[config.mk]
export PLATFORM = sky130hd
export DESIGN_NAME = controle_moedas_flat
export DESIGN_NICKNAME = d
export VERILOG_FILES = /design/src/rtl/maquina_pkg.sv /design/src/rtl/controle_moedas_if.sv /design/src/rtl/controle_moedas_detector_borda.sv /design/src/rtl/controle_moedas.sv /design/src/flat_wrapper.sv
export SDC_FILE = /design/constraint.sdc
export NUM_CORES = 1
export LEC_CHECK = 0
export ABC_AREA = 1
export CORE_MARGIN = 1.5
export CORE_UTILIZATION = 50
export CTS_BUF_LIST = sky130_fd_sc_hd__clkbuf_8
export DETAILED_ROUTE_END_ITERATION = 8
export PLACE_DENSITY = 0.8
export SYNTH_ARGS = -nofsm -noshare
export SYNTH_HDL_FRONTEND = slang
export SYNTH_SLANG_ARGS = --single-unit
[constraint.sdc]
create_clock -name clk -period 2.1 [get_ports clk]
set_clock_uncertainty 0.2 [all_clocks]
set_input_delay 0.42 -clock clk [delete_from_list [all_inputs] [get_ports clk]]
set_output_delay 0.42 -clock clk [all_outputs]
set_load 0.01 [all_outputs]
[src/rtl/maquina_pkg.sv]
// maquina_pkg -- shared definitions for the vending machine front end and
// the price comparator.
//   estado_t     : controller states
//   VALOR_*      : coin values and the largest total the 4-bit bus can carry
//   PRODUTO_*    : product codes understood by the comparator
//   soma_moedas  : 5-bit sum of the current total and this cycle's coins
package maquina_pkg;

  typedef enum logic [2:0] {
    OCIOSO     = 3'd0,
    ACUMULANDO = 3'd1,
    COMPARANDO = 3'd2,
    ENTREGA    = 3'd3,
    DEVOLUCAO  = 3'd4
  } estado_t;

  localparam logic [3:0] VALOR_MOEDA1 = 4'd1;
  localparam logic [3:0] VALOR_MOEDA2 = 4'd2;
  localparam logic [3:0] VALOR_MAX    = 4'd15;

  localparam logic [2:0] PRODUTO_1 = 3'b001;
  localparam logic [2:0] PRODUTO_2 = 3'b010;
  localparam logic [2:0] PRODUTO_3 = 3'b011;
  localparam logic [2:0] PRODUTO_4 = 3'b100;
  localparam logic [2:0] PRODUTO_5 = 3'b101;
  localparam logic [2:0] PRODUTO_6 = 3'b110;

  // Both coins in the same cycle are summed as a single operation so the
  // overflow decision covers them together.
  function automatic logic [4:0] soma_moedas(logic [3:0] total, logic m1, logic m2);
    logic [4:0] s;
    s = {1'b0, total};
    if (m1) s = s + {1'b0, VALOR_MOEDA1};
    if (m2) s = s + {1'b0, VALOR_MOEDA2};
    return s;
  endfunction

endpackage

[src/rtl/controle_moedas_if.sv]
// controle_moedas_if -- link between the coin controller and the comparator.
//   valorMoedas    : accumulated total (controller -> comparator)
//   valorProduto   : latched product code (controller -> comparator)
//   enable         : one-cycle compare strobe (controller -> comparator)
//   liberarProduto : verdict, price matched (comparator -> controller)
//   devolverMoedas : verdict, refund (comparator -> controller)
interface controle_moedas_if;
  logic [3:0] valorMoedas;
  logic [2:0] valorProduto;
  logic       enable;
  logic       liberarProduto;
  logic       devolverMoedas;

  modport master (
    output valorMoedas, valorProduto, enable,
    input  liberarProduto, devolverMoedas
  );

  modport slave (
    input  valorMoedas, valorProduto, enable,
    output liberarProduto, devolverMoedas
  );
endinterface

[src/rtl/controle_moedas_detector_borda.sv]
// detector_borda -- rising-edge detector.
//   clk, rst_n : clock and asynchronous active-low reset
//   in         : level input
//   pulse      : high for the cycle in which 'in' is high after being low
// The armed flag suppresses the first cycle after reset so that an input
// already held high when reset is released is not taken as an edge.
module detector_borda (
  input  logic clk,
  input  logic rst_n,
  input  logic in,
  output logic pulse
);
  logic anterior_q, anterior_d;
  logic armado_q, armado_d;

  always_comb begin
    anterior_d = in;
    armado_d   = 1'b1;
  end

  always_ff @(posedge clk or negedge rst_n) begin
    if (!rst_n) begin
      anterior_q <= 1'b0;
      armado_q   <= 1'b0;
    end else begin
      anterior_q <= anterior_d;
      armado_q   <= armado_d;
    end
  end

  assign pulse = in & ~anterior_q & armado_q;
endmodule

[src/rtl/controle_moedas.sv]
// controle_moedas -- coin accumulator and purchase sequencer.
//   clk, rst_n          : clock, asynchronous active-low reset
//   moeda1, moeda2      : coin sensors (values 1 and 2), edge-triggered
//   selecao             : product code, captured on the confirm edge
//   confirmar, cancelar : buy / cancel buttons, edge-triggered
//   cmp                 : comparator link (total, product, enable, verdict)
//   entregar, devolver  : one-cycle deliver / refund pulses
//   valorDevolvido      : refunded amount, valid while devolver is high
//   moeda_rejeitada     : one-cycle pulse for every refused coin edge
//   ocupado             : transaction in progress (compare/deliver/refund)
module controle_moedas
  import maquina_pkg::*;
#(
  parameter int TIMEOUT_CICLOS = 1000
) (
  input  logic                     clk,
  input  logic                     rst_n,
  input  logic                     moeda1,
  input  logic                     moeda2,
  input  logic [2:0]               selecao,
  input  logic                     confirmar,
  input  logic                     cancelar,
  controle_moedas_if.master        cmp,
  output logic                     entregar,
  output logic                     devolver,
  output logic [3:0]               valorDevolvido,
  output logic                     moeda_rejeitada,
  output logic                     ocupado
);
  localparam int CNT_W = $clog2(TIMEOUT_CICLOS);
  localparam logic [CNT_W-1:0] LIMITE = CNT_W'(TIMEOUT_CICLOS - 1);

  // Edge detectors: bit 0 moeda1, 1 moeda2, 2 confirmar, 3 cancelar.
  logic [3:0] entradas;
  logic [3:0] bordas;
  assign entradas = {cancelar, confirmar, moeda2, moeda1};

  genvar gi;
  generate
    for (gi = 0; gi < 4; gi++) begin : g_borda
      detector_borda u_detector (
        .clk   (clk),
        .rst_n (rst_n),
        .in    (entradas[gi]),
        .pulse (bordas[gi])
      );
    end
  endgenerate

  estado_t          estado_q, estado_d;
  logic [3:0]       total_q, total_d;
  logic [2:0]       produto_q, produto_d;
  logic [CNT_W-1:0] cnt_q, cnt_d;

  logic [4:0] soma;
  logic       ha_moeda;
  logic       aceita;

  always_comb begin
    estado_d  = estado_q;
    total_d   = total_q;
    produto_d = produto_q;
    cnt_d     = '0;

    soma     = soma_moedas(total_q, bordas[0], bordas[1]);
    ha_moeda = bordas[0] | bordas[1];
    aceita   = ha_moeda && (estado_q == OCIOSO || estado_q == ACUMULANDO) &&
               (soma <= {1'b0, VALOR_MAX});

    unique case (estado_q)
      OCIOSO: begin
        if (aceita) begin
          total_d  = soma[3:0];
          estado_d = ACUMULANDO;
        end
      end
      ACUMULANDO: begin
        // Coins are added before any exit so the comparator or the refund
        // sees the updated total. An accepted coin restarts the idle count
        // and therefore also suppresses a timeout in the same cycle.
        if (aceita) total_d = soma[3:0];
        else        cnt_d   = cnt_q + 1'b1;
        if (bordas[3]) begin
          estado_d = DEVOLUCAO;
        end else if (bordas[2]) begin
          estado_d  = COMPARANDO;
          produto_d = selecao;
        end else if (!aceita && cnt_q == LIMITE) begin
          estado_d = DEVOLUCAO;
        end
      end
      COMPARANDO: begin
        // A contradictory verdict (both asserted) falls back to a refund.
        estado_d = (cmp.liberarProduto && !cmp.devolverMoedas) ? ENTREGA : DEVOLUCAO;
      end
      ENTREGA: begin
        total_d  = '0;
        estado_d = OCIOSO;
      end
      DEVOLUCAO: begin
        total_d  = '0;
        estado_d = OCIOSO;
      end
      default: begin
        total_d  = '0;
        estado_d = OCIOSO;
      end
    endcase
  end

  always_ff @(posedge clk or negedge rst_n) begin
    if (!rst_n) begin
      estado_q  <= OCIOSO;
      total_q   <= '0;
      produto_q <= '0;
      cnt_q     <= '0;
    end else begin
      estado_q  <= estado_d;
      total_q   <= total_d;
      produto_q <= produto_d;
      cnt_q     <= cnt_d;
    end
  end

  assign cmp.valorMoedas  = total_q;
  assign cmp.valorProduto = produto_q;
  assign cmp.enable       = (estado_q == COMPARANDO);
  assign entregar         = (estado_q == ENTREGA);
  assign devolver         = (estado_q == DEVOLUCAO);
  assign valorDevolvido   = devolver ? total_q : 4'd0;
  assign moeda_rejeitada  = ha_moeda & ~aceita;
  assign ocupado          = (estado_q == COMPARANDO) || (estado_q == ENTREGA) ||
                            (estado_q == DEVOLUCAO);
endmodule

[src/flat_wrapper.sv]
// flat-port wrapper written by rule: the top's interface ports become plain ports
module controle_moedas_flat import maquina_pkg::*;
#(
  parameter int TIMEOUT_CICLOS = 1000
)
  (clk, rst_n, moeda1, moeda2, selecao, confirmar, cancelar, entregar, devolver, valorDevolvido, moeda_rejeitada, ocupado, cmp_valorMoedas, cmp_valorProduto, cmp_enable, cmp_liberarProduto, cmp_devolverMoedas);
  controle_moedas_if cmp_i ();
  input  logic clk;
  input  logic rst_n;
  input  logic moeda1;
  input  logic moeda2;
  input  logic [2:0] selecao;
  input  logic confirmar;
  input  logic cancelar;
  output logic entregar;
  output logic devolver;
  output logic [3:0] valorDevolvido;
  output logic moeda_rejeitada;
  output logic ocupado;
  output wire logic [$bits(cmp_i.valorMoedas)-1:0] cmp_valorMoedas;
  output wire logic [$bits(cmp_i.valorProduto)-1:0] cmp_valorProduto;
  output wire logic [$bits(cmp_i.enable)-1:0] cmp_enable;
  input wire logic [$bits(cmp_i.liberarProduto)-1:0] cmp_liberarProduto;
  input wire logic [$bits(cmp_i.devolverMoedas)-1:0] cmp_devolverMoedas;
  assign cmp_valorMoedas = cmp_i.valorMoedas;
  assign cmp_valorProduto = cmp_i.valorProduto;
  assign cmp_enable = cmp_i.enable;
  assign cmp_i.liberarProduto = cmp_liberarProduto;
  assign cmp_i.devolverMoedas = cmp_devolverMoedas;
  controle_moedas #(.TIMEOUT_CICLOS(TIMEOUT_CICLOS)) u_core (.clk(clk), .rst_n(rst_n), .moeda1(moeda1), .moeda2(moeda2), .selecao(selecao), .confirmar(confirmar), .cancelar(cancelar), .cmp(cmp_i), .entregar(entregar), .devolver(devolver), .valorDevolvido(valorDevolvido), .moeda_rejeitada(moeda_rejeitada), .ocupado(ocupado));
endmodule
==> results.py, run 1 <==
metrics = {
    "clocking": {
        "insertion_delay_ps": 270,
        "cts.sinks": 25,
        "clk_pin_slew_ps": 90,
        "cts_inserted_buffers": 3,
        "cts_root_buf": "clkbuf_8",
        "htreeDepth": 1,
        "ctsHoldBuffers": 0,
        "clockBufferDepth": 2,
        "cts_tree": "yes",
    },
    "worst_setup_path": {
        "worstPathMaxFanout": 2,
        "startpoint_type": "flop",
        "cp.arrival_ps": 1560,
        "setup.worst_path.class": "reg -> out",
        "crit_path_end_kind": "output port",
        "cp.required_ps": 1480,
        "r2r_cells": 11,
    },
    "floorplan": {
        "num_rows": 18,
        "die_w_um": 55.23,
        "die_h_um": 55.23,
        "start_util": 0.5407,
        "die_area_um2": 3050,
        "core_um2": 2522,
        "ios": 27,
    },
    "detailed_routing": {
        "vias": 1286,
        "postRouteAntennaNets": 0,
        "drc": 0,
        "wl_per_cell_um": 12.85,
        "dr.pass1.iters": 4,
        "drt_wl_total_um": 3175,
        "drtIter0Drc": 25,
        "via_per_inst": 5.206,
    },
    "power_and_ir_drop": {
        "cellPowerDensity_nw_per_um2": 997.7,
        "p_leak_nw": 0.9130,
        "power.total_w": 0.001876,
        "peakVddDrop_uv": 1035,
    },
    "cells_and_area": {
        "drive_gt1_frac": 0.2627,
        "fillers": 188,
        "nets": 232,
        "syn_to_final_growth_pct": 37.89,
        "n_antenna_cell": 0,
    },
    "place": {
        "gp_congestion": 0.8790,
        "io_buffer_count": 26,
        "dp_hpwl_um": 2451,
        "place_ws_ps": -675.1,
    },
    "timing": {
        "post-route-period-util": 1.039,
        "hold_viol_final": 0,
        "setup_viol": 1,
        "rsz0062_at_grt": "yes",
        "min_period_ps": 2183,
        "report.final.slew_viol_count": 0,
        "fmaxAchievable_mhz": 458.1,
        "worst_slack_ps": -82.94,
    },
    "synthesis": {
        "synth_area_leaders": "dfrtp_1 46%, nand2_1 8.0%, inv_1 6.1%",
        "syn_avg_cell_area_um2": 8.266,
        "syn_area_um2": 1364,
        "synth_cells": 165,
        "ys_seq_area_frac": 0.4587,
        "synth_cell_types": 26,
        "yosysWarnings": 0,
        "synth_nets": 179,
        "netlist.top_cell.by_area": "dfrtp_1",
        "yosys_register_bits": 25,
        "synth_top_area_frac": 0.4587,
    },
    "job": {
        "max_cap_violations": 0,
    },
    "grt": {
        "grt_pass1_wl_um": 5333,
        "grt_max_degree": 26,
        "grt_pass1_vias": 1301,
        "grt-ovfl-total": 0,
        "gr-usage-all-layers": 0.2233,
        "antenna_found_initial": 0,
    },
    "worst_hold_path": {
        "hold_path.class": "in -> reg",
        "hold_depth": 1,
    },
    "run_status": {
        "violations": "negative setup slack",
        "status": "complete, but fails checks",
    },
}
[cells in the final DEF, fill, tap and decap left out, types with 5 or more instances in the layout]
| cell type | netlist | final |
|---|---|---|
| nand2_1 | 29 | 27 |
| dfrtp_1 | 25 | 24 |
| buf_4 | 0 | 22 |
| inv_1 | 22 | 21 |
| nor2_1 | 22 | 20 |
| clkdlybuf4s50_1 | 0 | 15 |
| nand3_1 | 13 | 12 |
| a21oi_1 | 6 | 6 |
| nor2_2 | 3 | 5 |
| xor2_1 | 5 | 5 |
| o21ai_1 | 6 | 5 |
| dlygate4sd2_1 | 0 | 5 |
[metal layers]
metal / vias up / global-route usage / share of wire
met5: - / 0 / 0
met4: 0 / 0.1638 / 0.051
met3: 17 / 0.05386 / 0.049
met2: 48 / 0.3673 / 0.50
met1: 596 / 0.2496 / 0.40
li1: 625 / - / -
[path summary, 6_finish.rpt]
kind	startpoint	end	slack (ps)
worst max-delay path	u_core.cmp.valorMoedas[1]	moeda_rejeitada	-80
worst min-delay path	moeda2	u_core.g_borda[1].u_detector.anterior_q	110
worst max register to register	u_core.g_borda[0].u_detector.armado_q	u_core.cmp.valorMoedas[2]	110
worst min register to register	u_core.cmp.valorProduto[0]	u_core.cmp.valorProduto[0]	300
max in group asynchronous	rst_n	u_core.g_borda[0].u_detector.armado_q	1140
min in group asynchronous	rst_n	u_core.estado_q[2]	300
[flip-flops by register name, summed over array words and instances (netlist names)]
| register | cells |
|---|---|
| u_core.cnt_q | 10 |
| u_core.g_borda.u_detector.armado_q | 1 |
| u_core.g_borda.u_detector.anterior_q | 4 |
| u_core.estado_q | 3 |
| u_core.cmp.valorMoedas | 4 |
| u_core.cmp.valorProduto | 3 |
[Yosys cell counts (all sizes together)]
cell	count
mux2	3
nand4	2
and2	1
inv	24
nand3b	1
a21oi	6
xor2	5
clkinv	1
a22oi	1
nand2	34
dfrtp	25
conb	1
xnor2	2
nor3	6
ha	3
o21ai	9
nor2	27
nand3	14
[metrics by stage]
step	util	hold WS [ps]	cell area, um2	cells	TNS [ps]
finish	0.7455	114.9	1881	247	-82.94
floorplan	-	-75.59	1364	165	0
global route	0.7455	111.9	1881	247	-182.6
CTS	0.7366	260.0	1858	246	-147.8
detailed placement	0.7212	283.9	1819	242	-3009
global placement	0.7212	277.7	1819	242	-1854
[timing repair]
action                     in CTS  in global routing
gates cloned                    0                  0
buffers inserted                0                  1
gates resized for setup        19                 15
setup endpoints to repair      11                  7
pin swaps                       0                  2
[logic make-up after synthesis]
kind of cell,count (synthesis),synth area share
adder cells (fa/ha/maj),3,0.02753
other,1,0.002750
multiplexers,3,0.02477
AO/OA/AOI/OAI,16,0.06055
AND/OR/NAND/NOR,85,0.3119
XOR/XNOR,7,0.04496
buffers and inverters,25,0.06881
flip-flops,25,0.4587
[area by class of cell]
type | instances | area, um2 | area share
Multi-Input combinational cell | 115 | 680.7 | 0.3619
Sequential cell | 25 | 626.9 | 0.3333
Timing Repair Buffer | 48 | 396.6 | 0.2109
Inverter | 25 | 93.84 | 0.04990
Clock buffer | 3 | 41.29 | 0.02196
Tap cell | 30 | 37.54 | 0.01996
Clock inverter | 1 | 3.754 | 0.001996
[power breakdown]
| group | leakage [nW] | internal (W) | switching [W] |
|---|---|---|---|
| registers | 0.325 | 0.000576 | 0.0000841 |
| logic | 0.561 | 0.000441 | 0.000489 |
| clock network | 0.0269 | 0.000131 | 0.000155 |
[critical path: stages, from the launching register on]
cell,delay (ps)
dfrtp_1,420
ha_4,280
inv_2,30
nand2_2,60
nand3_2,70
nor2_2,120
nand2_2,70
a22oi_2,100
buf_2,150
(Power assumes the default switching activity.)
==> inputs of run 2 (changes only) <==
- HOLD_SLACK_MARGIN: default -> 0.02
- MAX_ROUTING_LAYER: default -> met4
==> run 2 against run 1 <==
  * The flow still finishes with violations (negative setup slack)
  * Critical path depth unchanged
  * Clock power about the same
  * Die area unchanged
  * Worst hold slack about the same
==> results.py, run 2 (synthesized netlist as in run 1, its figures left out) <==
metrics = {
    "run_status": {
        "status": "complete, but fails checks",
        "violations": "negative setup slack",
    },
    "place": {
        "gp_congestion": 0.8936,
        "dp_hpwl_um": 2451,
        "numPlacedInstances": 242,
        "place_ws_ps": -675.1,
        "dpl_cell_area_um2": 1819,
        "io_buffer_count": 26,
    },
    "clocking": {
        "cts.sinks": 25,
        "insertion_delay_ps": 280,
        "cts_root_buf": "clkbuf_8",
        "clk_pin_slew_ps": 90,
        "ctsHoldBuffers": 0,
        "htreeDepth": 1,
        "cts_inserted_buffers": 3,
        "cts_tree": "yes",
        "clockBufferDepth": 2,
    },
    "worst_setup_path": {
        "worst-path-buf-inv": 2,
        "crit_path_end_kind": "output port",
        "worst-r2r-setup-slack_ps": 110,
        "crit_family": "flip-flops",
        "regToRegStartpoint": "u_core.g_borda[0].u_detector.armado_q",
        "critical-path-slowest-cell": "dfrtp_1",
        "worstPathMaxFanout": 2,
        "crit_cells": 8,
        "r2r-end": "u_core.cmp.valorMoedas[2]",
        "startpoint_type": "flop",
        "setup.worst_path.class": "reg -> out",
        "crit_top_cell": "nand2_2",
        "crit_end": "moeda_rejeitada",
        "max_stage_delay_ps": 420,
        "cp.required_ps": 1480,
        "path_cells": "ha_4 -> inv_2 -> nand2_2 -> nand3_2 -> nor2_2 -> nand2_2 -> a22oi_2 -> buf_2",
        "crit_start": "u_core.cmp.valorMoedas[1]",
        "r2r_cells": 11,
        "cp.arrival_ps": 1560,
    },
    "detailed_routing": {
        "drtIter0Drc": 21,
        "dr.pass1.iters": 4,
        "drt_wl_total_um": 3182,
        "wl_per_cell_um": 12.88,
        "drc": 0,
        "vias": 1283,
        "postRouteAntennaNets": 0,
        "via_per_inst": 5.194,
    },
    "cells_and_area": {
        "regArea_um2": 626.9,
        "syn_to_final_growth_pct": 37.89,
        "final_common_cell": "nand2_1",
        "largest_reg_flops": 10,
        "multi_input_area_um2": 680.7,
        "drive_gt1_frac": 0.2627,
        "fin_area_um2": 1881,
        "n_antenna_cell": 0,
        "finish.utilization": 0.7455,
        "nets": 232,
        "final_cell_mix": "27 x nand2_1, 24 x dfrtp_1, 22 x buf_4, 21 x inv_1, 20 x nor2_1",
        "fin_cells": 247,
        "regMostFlops": "u_core.cnt_q",
        "fillers": 188,
    },
    "floorplan": {
        "die_h_um": 55.23,
        "core_um2": 2522,
        "num_rows": 18,
        "ios": 27,
        "die_w_um": 55.23,
        "die_area_um2": 3050,
        "start_util": 0.5407,
    },
    "timing": {
        "hold_viol_final": 0,
        "setup_viol": 1,
        "worst_slack_ps": -84.72,
        "report.final.slew_viol_count": 0,
        "min_period_ps": 2185,
        "rsz0062_at_grt": "yes",
        "post-route-period-util": 1.040,
        "finalSetupTns_ps": -84.72,
        "fmaxAchievable_mhz": 457.7,
    },
    "worst_hold_path": {
        "hold_depth": 1,
        "hold_path.class": "in -> reg",
    },
    "power_and_ir_drop": {
        "p_leak_nw": 0.9130,
        "peakVddDrop_uv": 1040,
        "cellPowerDensity_nw_per_um2": 998.5,
    },
    "grt": {
        "gr-usage-all-layers": 0.2292,
        "grt_pass1_vias": 1301,
        "grt_max_degree": 26,
        "grt_pass1_wl_um": 5326,
        "antenna_found_initial": 0,
        "grt-ovfl-total": 0,
    },
    "job": {
        "max_cap_violations": 0,
    },
}
## run 2: how the worst min path moves through the flow
stage                     slack [ps]                                 endpoint                  startpoint
final                            120  u_core.g_borda[1].u_detector.anterior_q                      moeda2
after global routing             110  u_core.g_borda[1].u_detector.anterior_q                      moeda2
after CTS                        260  u_core.g_borda[0].u_detector.anterior_q                      moeda1
after detailed placement         280               u_core.cmp.valorProduto[0]  u_core.cmp.valorProduto[0]
after global placement           280               u_core.cmp.valorProduto[2]  u_core.cmp.valorProduto[2]
after floorplan                  -80                u_core.cmp.valorMoedas[0]                       rst_n
## run 2: area by class of cell
type                       count  share of cell area
multi-input combinational    115              0.3619
clock inverter                 1            0.001996
tap                           30             0.01996
sequential                    25              0.3333
clock buffer                   3             0.02196
timing repair buffer          48              0.2109
inverter                      25             0.04990
## run 2: layer usage
metal,wire (um),GRT usage
met5,0,-
met4,163,0.1638
met3,156,0.05386
met2,1581,0.3656
met1,1280,0.2496
## run 2: where the power goes
part | internal (W) | switching [W]
Combinational | 0.000441 | 0.000489
Sequential | 0.000576 | 0.0000841
Clock | 0.000131 | 0.000156
Total | 0.00115 | 0.000729
## run 2: timing repair
item / 4_1_cts / 5_1_grt
hold endpoints to repair: 0 / 0
pin swaps: 0 / 2
endpoints found under the setup margin: 11 / 7
resized for setup: 19 / 15
setup buffers: 0 / 1
## run 2: metrics by stage
stage               hold slack (ps)  total power, W
floorplan                    -75.59        0.001099
global placement              277.7        0.001504
detailed placement            283.9        0.001552
CTS                           260.0        0.001837
global route                  111.9        0.002005
finish                        115.0        0.001878
==> inputs of run 3 (changes only) <==
- MAX_ROUTING_LAYER: met4 -> default
==> results of run 3 <==
Final layout, timing and power as in run 1 (identical DEF).
